**src/rtl/timer_pkg.sv**
```systemverilog
// Shared timing constants, channel state encoding and the prescaler width helper
// for the FCU timer blocks.
package timer_pkg;

  localparam int unsigned DEF_CLK_MHZ = 50;
  localparam int unsigned DEF_CW      = 16;

  typedef enum logic {
    ST_IDLE = 1'b0,
    ST_RUN  = 1'b1
  } state_e;

  // Sub-counter width for a prescaler that counts 0..clk_mhz-1.
  function automatic int unsigned div_w(input int unsigned clk_mhz);
    return (clk_mhz <= 2) ? 1 : $clog2(clk_mhz);
  endfunction

endpackage

```
**src/rtl/timer_chan.sv**
```systemverilog
// One microsecond timer channel: FSM, us prescaler, delay counter, shadow
// delay/mode registers and the registered expiry pulse.
module timer_chan
  import timer_pkg::*;
#(
  parameter int unsigned DIV = DEF_CLK_MHZ,
  parameter int unsigned CW  = DEF_CW
) (
  input  logic          clk,
  input  logic          rst_n,
  input  logic          i_start,
  input  logic          i_stop,
  input  logic          i_periodic,
  input  logic [CW-1:0] i_nus,
  output logic          o_busy,
  output logic          o_timeup
);

  localparam int unsigned SW = div_w(DIV);

  state_e        r_state, w_state_nxt;
  logic [SW-1:0] r_sub,   w_sub_nxt;
  logic [CW-1:0] r_cnt,   w_cnt_nxt;
  logic [CW-1:0] r_nus,   w_nus_nxt;
  logic          r_per,   w_per_nxt;
  logic          r_timeup, w_timeup_nxt;
  logic          w_wrap;
  logic          w_last;

  assign w_wrap = (r_sub == SW'(DIV - 1));
  assign w_last = w_wrap && (r_cnt == CW'(1));

  always_ff @(posedge clk or negedge rst_n) begin
    if (!rst_n) begin
      r_state  <= ST_IDLE;
      r_sub    <= '0;
      r_cnt    <= '0;
      r_nus    <= '0;
      r_per    <= 1'b0;
      r_timeup <= 1'b0;
    end else begin
      r_state  <= w_state_nxt;
      r_sub    <= w_sub_nxt;
      r_cnt    <= w_cnt_nxt;
      r_nus    <= w_nus_nxt;
      r_per    <= w_per_nxt;
      r_timeup <= w_timeup_nxt;
    end
  end

  // Start beats stop and expiry; stop beats expiry.
  always_comb begin
    w_state_nxt  = r_state;
    w_sub_nxt    = r_sub;
    w_cnt_nxt    = r_cnt;
    w_nus_nxt    = r_nus;
    w_per_nxt    = r_per;
    w_timeup_nxt = 1'b0;
    if (i_start) begin
      w_nus_nxt = i_nus;
      w_per_nxt = i_periodic;
      w_cnt_nxt = i_nus;
      w_sub_nxt = '0;
      if (i_nus == '0) begin
        w_state_nxt  = ST_IDLE;
        w_timeup_nxt = 1'b1;
      end else begin
        w_state_nxt  = ST_RUN;
      end
    end else if (r_state == ST_RUN) begin
      if (i_stop) begin
        w_state_nxt = ST_IDLE;
        w_sub_nxt   = '0;
      end else begin
        w_sub_nxt = w_wrap ? '0 : r_sub + SW'(1);
        if (w_wrap) begin
          w_cnt_nxt = r_cnt - CW'(1);
        end
        if (w_last) begin
          w_timeup_nxt = 1'b1;
          if (r_per) begin
            w_cnt_nxt = r_nus;
          end else begin
            w_state_nxt = ST_IDLE;
          end
        end
      end
    end
  end

  assign o_busy   = (r_state == ST_RUN);
  assign o_timeup = r_timeup;

endmodule

```
**src/rtl/timer_array_us.sv**
```systemverilog
// NCH-channel microsecond timer array with independent per-channel prescalers.
// Optional IRQ aggregation (irq_clr/irq_pend/irq) is enabled by TIMER_IRQ_EN.
module timer_array_us
  import timer_pkg::*;
#(
  parameter int unsigned CLK_MHZ = DEF_CLK_MHZ,
  parameter int unsigned NCH     = 4,
  parameter int unsigned CW      = DEF_CW
) (
  input  logic              CLK,
  input  logic              RSTn,
  input  logic [NCH-1:0]    start,
  input  logic [NCH-1:0]    stop,
  input  logic [NCH-1:0]    periodic,
  input  logic [NCH*CW-1:0] nus,
`ifdef TIMER_IRQ_EN
  input  logic [NCH-1:0]    irq_clr,
  output logic [NCH-1:0]    irq_pend,
  output logic              irq,
`endif
  output logic [NCH-1:0]    busy,
  output logic [NCH-1:0]    timeup
);

  for (genvar g = 0; g < NCH; g++) begin : g_ch
    timer_chan #(
      .DIV (CLK_MHZ),
      .CW  (CW)
    ) u_chan (
      .clk        (CLK),
      .rst_n      (RSTn),
      .i_start    (start[g]),
      .i_stop     (stop[g]),
      .i_periodic (periodic[g]),
      .i_nus      (nus[g*CW +: CW]),
      .o_busy     (busy[g]),
      .o_timeup   (timeup[g])
    );
  end

`ifdef TIMER_IRQ_EN
  logic [NCH-1:0] r_pend;
  logic [NCH-1:0] w_pend_nxt;
  logic           r_irq;

  // A new expiry wins over a concurrent clear.
  always_comb begin
    w_pend_nxt = (r_pend & ~irq_clr) | timeup;
  end

  always_ff @(posedge CLK or negedge RSTn) begin
    if (!RSTn) begin
      r_pend <= '0;
      r_irq  <= 1'b0;
    end else begin
      r_pend <= w_pend_nxt;
      r_irq  <= |w_pend_nxt;
    end
  end

  assign irq_pend = r_pend;
  assign irq      = r_irq;
`endif

endmodule

```
**config.mk**
```make
export PLATFORM = sky130hd
export DESIGN_NAME = timer_array_us
export DESIGN_NICKNAME = d
export VERILOG_FILES = /design/src/rtl/timer_pkg.sv /design/src/rtl/timer_chan.sv /design/src/rtl/timer_array_us.sv
export SDC_FILE = /design/constraint.sdc
export NUM_CORES = 1
export LEC_CHECK = 0
export CORE_MARGIN = 2
export CORE_UTILIZATION = 48
export CTS_BUF_LIST = sky130_fd_sc_hd__clkbuf_8
export DETAILED_ROUTE_END_ITERATION = 8
export PLACE_DENSITY = 0.78
export SYNTH_ARGS = -nofsm -noshare
export SYNTH_HDL_FRONTEND = slang
export SYNTH_SLANG_ARGS = --single-unit
```
**constraint.sdc**
```tcl
create_clock -name CLK -period 6.7 [get_ports CLK]
set_input_delay 1.675 -clock CLK [delete_from_list [all_inputs] [get_ports CLK]]
set_output_delay 1.675 -clock CLK [all_outputs]
set_load 0.005 [all_outputs]
```
Word level (Yosys, flattened, before mapping)
Cells that the tools add are included.

operators by class
  $add $sub $neg = 8
  equal/unequal tests = 12
  muxes and demuxes = 84
  reductions and logical operators = 16

operator list
  kind                                                   number
  two-way mux 16 bit                                     24
  two-way mux 6 bit                                      16
  equality test 16 x 1 -> 1 bit (second input constant)  4
  zero test 16 bit                                       4
  subtractor 16 x 1 -> 16 bit (second input constant)    4
  two-way mux 1 bit                                      44
  adder 6 x 1 -> 6 bit (second input constant)           4
  equality test 6 bit (second input constant)            4
  != test 2 bit (second input constant)                  4
  AND reduction 2 bit                                    4
  nonzero test 2 bit                                     4
  logical AND 1 bit                                      4

word-level totals
  register bits after elaboration = 164
  input port bits = 78
  output and inout port bits = 8
  word-level logic and storage cells = 144

Depth between registers and ports, before layout
  depth in word-level cells = 7
  depth in mapped cells = 9
  mapped depth without buffers = 8

Cells and area by module
From an unflattened synthesis, not the netlist that was laid out.

second synthesis, totals
  cells, all modules = 1020
  area, all modules = 9805.7 um^2

modules (own cells, without submodules)
  module                           instances  cells each  area each (um^2)  sequential area each (um^2)
  timer_chan (g_ch[0].u_chan ...)  2          257         2497.4            1026.0
  timer_chan (g_ch[3].u_chan)      1          261         2423.6            1026.0
  timer_chan (g_ch[2].u_chan)      1          245         2387.3            1026.0

Least setup slack after synthesis
OpenSTA, ideal clock, no wires.

  path kind = input to register
  from = input stop[0]
  to = register g_ch[0].u_chan.r_cnt[4]
  setup time = 0.126 ns
  arrival time = 2.847 ns
  required time = 6.574 ns
  slack = 3.727 ns
  stages on the path = 7
  buffers on the path = 2
  cells stage by stage = clkbuf_1 > nand2b_1 > clkbuf_1 > nor2_1 > o21ai_0 > a21oi_1 > a221o_1

between the ends
  longest elaborated chain between the ends = 2

RTL lines
  element                               line                  source
  from (decl)                           timer_array_us.sv:13  input logic [NCH-1:0] stop,
  != test 2 bit (no source line)        --
  AND reduction 2 bit (no source line)  --
  to (signal assigned)                  timer_chan.sv:44      r_cnt <= w_cnt_nxt;
  to (decl)                             timer_chan.sv:23      logic [CW-1:0] r_cnt, w_cnt_nxt;

No other way between the ends.
A chain may end at the register's enable or synchronous reset.

Final worst setup path
  from = input start[1]
  to = register g_ch[1].u_chan.r_cnt[7]

between the ends
  longest elaborated chain between the ends = 2
  elaborated cells on any way between the ends = 4
  classes of those cells = eq/ne (1); mux (1); reduce/logical (2)

RTL lines
  element                                                                      line                  source
  from (decl)                                                                  timer_array_us.sv:12  input logic [NCH-1:0] start,
  != test 2 bit (no source line) / nonzero test 2 bit (equally long branches)  --
  AND reduction 2 bit (no source line)                                         --
  to (signal assigned)                                                         timer_chan.sv:44
  to (decl)                                                                    timer_chan.sv:23

Parallel ways exist; a longest one is shown, timed or not.

==> flow_summary.toml <==
[grt]
globalRouteTotalUtil_pct = 22.2
grt_overflow_total = 0
via_count_of_the_first_global_routing_pass = 7535
grt_first_pass_wirelength_um = 37200
grt_antenna_before_repair = 0
grt_start_max_net_pins = 71

[clocking]
ctsHoldBuffers = 0
path_clk_slew_ns = 0.08
clock_tree_from_tritoncts = "yes"
clock_sinks = 164
clk_path_buf_depth = 2
cts.root.buffer_cell = "clkbuf_8"
cts_htree_levels = 4
cts_resized = 0
post_cts_buffers = 0
cts_inserted_buffers = 17
clk_latency_ns = 0.46

[timing]
part_of_the_cycle_the_worst_path_needs_pct = 55.1
max_freq_mhz = 271
worst_pin_slew_ns = 1.02
setup_repair_after_global_routing_missed_its_margin = "no"
skew_ns = 0.0175
finalSetupTns_ns = 0
slew_headroom_pct = 31.7
slew_violations = 0
setup_violations = 0
timing.final.crit_period_ns = 3.69
hold_viol = 0

[pwr]
vdd_ir_drop_max_mv = 0.113
power_per_cell_area_mw_per_mm2 = 205
p_leak_nw = 4.31
total_power_consumption_of_the_routed_design_mw = 2.20

[run]
max_cap_viol_count = 0

[die]
floorplan.die.width_um = 144
core.rowCount = 51
fp.dieH_um = 144
ioPinCount = 86
die-area_mm2 = 0.0208
core_region_area_mm2 = 0.0194
start_util_pct = 48.6

[routing]
finalWirelength_um = 22300
antenna_left = 0
total_number_of_vias = 8135
post-route-drc-count = 0
length_of_the_first_detailed_routing_pass_in_iterations = 5
wl_per_cell_um = 16.5
drt-vias-per-instance = 6.03
drt-initial-drc-count = 766

[placed_design]
detailed_place_hpwl_um = 15600
place_congestion = 0.867
portBuffers = 85
placement.cell_area_mm2 = 0.0104

[yosys]
synth_enable_flop_cells = 0
synth_flop_cell = "dfrtp_1"
yosys_register_bits = 164
synth_top_area_share_pct = 43.5
ys_types = 81
synth_async_sr_flop_share_pct = 100
net_count_synth = 1113
synth.top_cells.by_area = "dfrtp_1 (44%), mux2_2 (5.6%), o21ai_0 (4.6%)"
syn_avg_cell_area_um2 = 9.25
yosysTopAreaCell = "dfrtp_1"
synthesis.yosys.warnings = 0
summed_instance_area_of_the_synthesized_netlist_mm2 = 0.00943
yosysSeqAreaShare_pct = 43.5
syn_inst = 1019

[hold_path]
hold_path_end = "g_ch[0].u_chan.r_nus[12]"
hold_path_depth = 1
hold_start = "g_ch[0].u_chan.r_nus[12]"
holdCritPathClass = "reg -> reg"

[layout]
layout.cells.most_common = "dfrtp_1"
most_frequent_cells_in_the_layout = "dfrtp_1 (164), nand2_1 (94), o21ai_0 (87)"
final_area_mm2 = 0.0108
n_antenna_cell = 0
final-seq-area_mm2 = 0.00410
area_delta_synth_final_pct = 14.1
final_layout_size_suffix_gt1_share_pct = 9.86
num-fill-cells = 1725
multi_input_area_mm2 = 0.00488
nNetsFinal = 1166
final_core_util_pct = 55.5

[critical_path]
worstRegToRegCells = 8
worst_ep_arrival_time_ns = 4.03
r2r-start = "g_ch[2].u_chan.r_cnt[1]"
start_kind = "input pin"
required_ns = 7.03
critical_path_class = "in -> reg"
critical_path.max_fanout = 27
worst-r2r-setup-slack_ns = 3.81
worst_setup_path_end_kind = "register"
regToRegEndpoint = "g_ch[2].u_chan.r_cnt[13]"

[status]
run_status = "finished clean"
synthesized netlist by cell type, drive strengths merged, types with 7 or more instances:
master,instances
a21oi,57
a221o,8
a22oi,26
a31oi,7
and3,10
buf,15
clkbuf,41
dfrtp,164
ha,16
inv,47
mux2,48
mux2i,15
nand2,94
nand2b,11
nand3,23
nand4,14
nor2,82
nor3,48
nor4,25
o211ai,9
o21ai,90
o221ai,9
o311ai,7
o31ai,16
or3,12
xnor2,26
layout make-up:
type	instances	area share (%)
repair buffers	90	8.22
inverters	48	1.67
multi-input cells	751	45.4
clock buffers	18	2.30
clock inverters	14	1.16
well taps	265	3.08
flip-flops and latches	164	38.1
metrics by stage:
step           setup slack, ns  hold slack (ns)  instances
4_1_cts                   3.08            0.510       1350
6_report                  3.01            0.503       1350
3_3_place_gp              2.67            0.482       1318
3_5_place_dp              2.56            0.490       1318
2_1_floorplan             3.73            0.472       1019
5_1_grt                   2.83            0.521       1350
how the worst max path moves through the flow:
stage / end / slack (ns) / start / cells past startpoint
after detailed placement: g_ch[1].u_chan.r_cnt[7] / 2.56 / start[1] / 5
after global routing: g_ch[1].u_chan.r_cnt[7] / 2.83 / start[1] / 5
after floorplan: g_ch[0].u_chan.r_cnt[4] / 3.73 / stop[0] / 7
after global placement: g_ch[0].u_chan.r_cnt[11] / 2.67 / start[0] / 6
after CTS: g_ch[1].u_chan.r_cnt[7] / 3.08 / start[1] / 5
final: g_ch[1].u_chan.r_cnt[7] / 3.01 / start[1] / 5
state kept, by name, summed over array words and instances, names as in the netlist:
| name | flops |
|---|---|
| g_ch.u_chan.r_sub | 24 |
| g_ch.u_chan.r_cnt | 64 |
| g_ch.u_chan.o_timeup | 4 |
| g_ch.u_chan.r_per | 4 |
| g_ch.u_chan.r_nus | 64 |
| g_ch.u_chan.o_busy | 4 |
cells by family (layout without fill, tap and decap cells):
logic type,count (synthesis),count (layout),share of synthesized area (%)
mux,63,63,7.32
simple gates,371,371,21.0
xor+xnor,32,32,2.97
fa+ha+maj,16,16,2.12
compound gates,269,269,18.4
buf+inv,104,170,4.67
flops,164,164,43.5
metal layers:
metal	share of wire, %	track usage, %
met5	0	0
met1	47	31.5
met4	1.6	5.88
met3	5.7	4.60
met2	46	34.6
critical path, stage by stage:
cell and delay (ns):
clkdlybuf4s50_1 1.14, nor2_1 0.34, o41ai_1 0.46, a21oi_1 0.07, o311ai_0 0.33
power by group:
| group | switching (mW) | internal (mW) | leakage [nW] |
|---|---|---|---|
| clock network | 0.364 | 0.333 | 0.206 |
| registers | 0.0894 | 1.07 | 2.01 |
| logic | 0.178 | 0.167 | 2.10 |
| total | 0.631 | 1.57 | 4.31 |
Power figures use the tool's default switching activity.
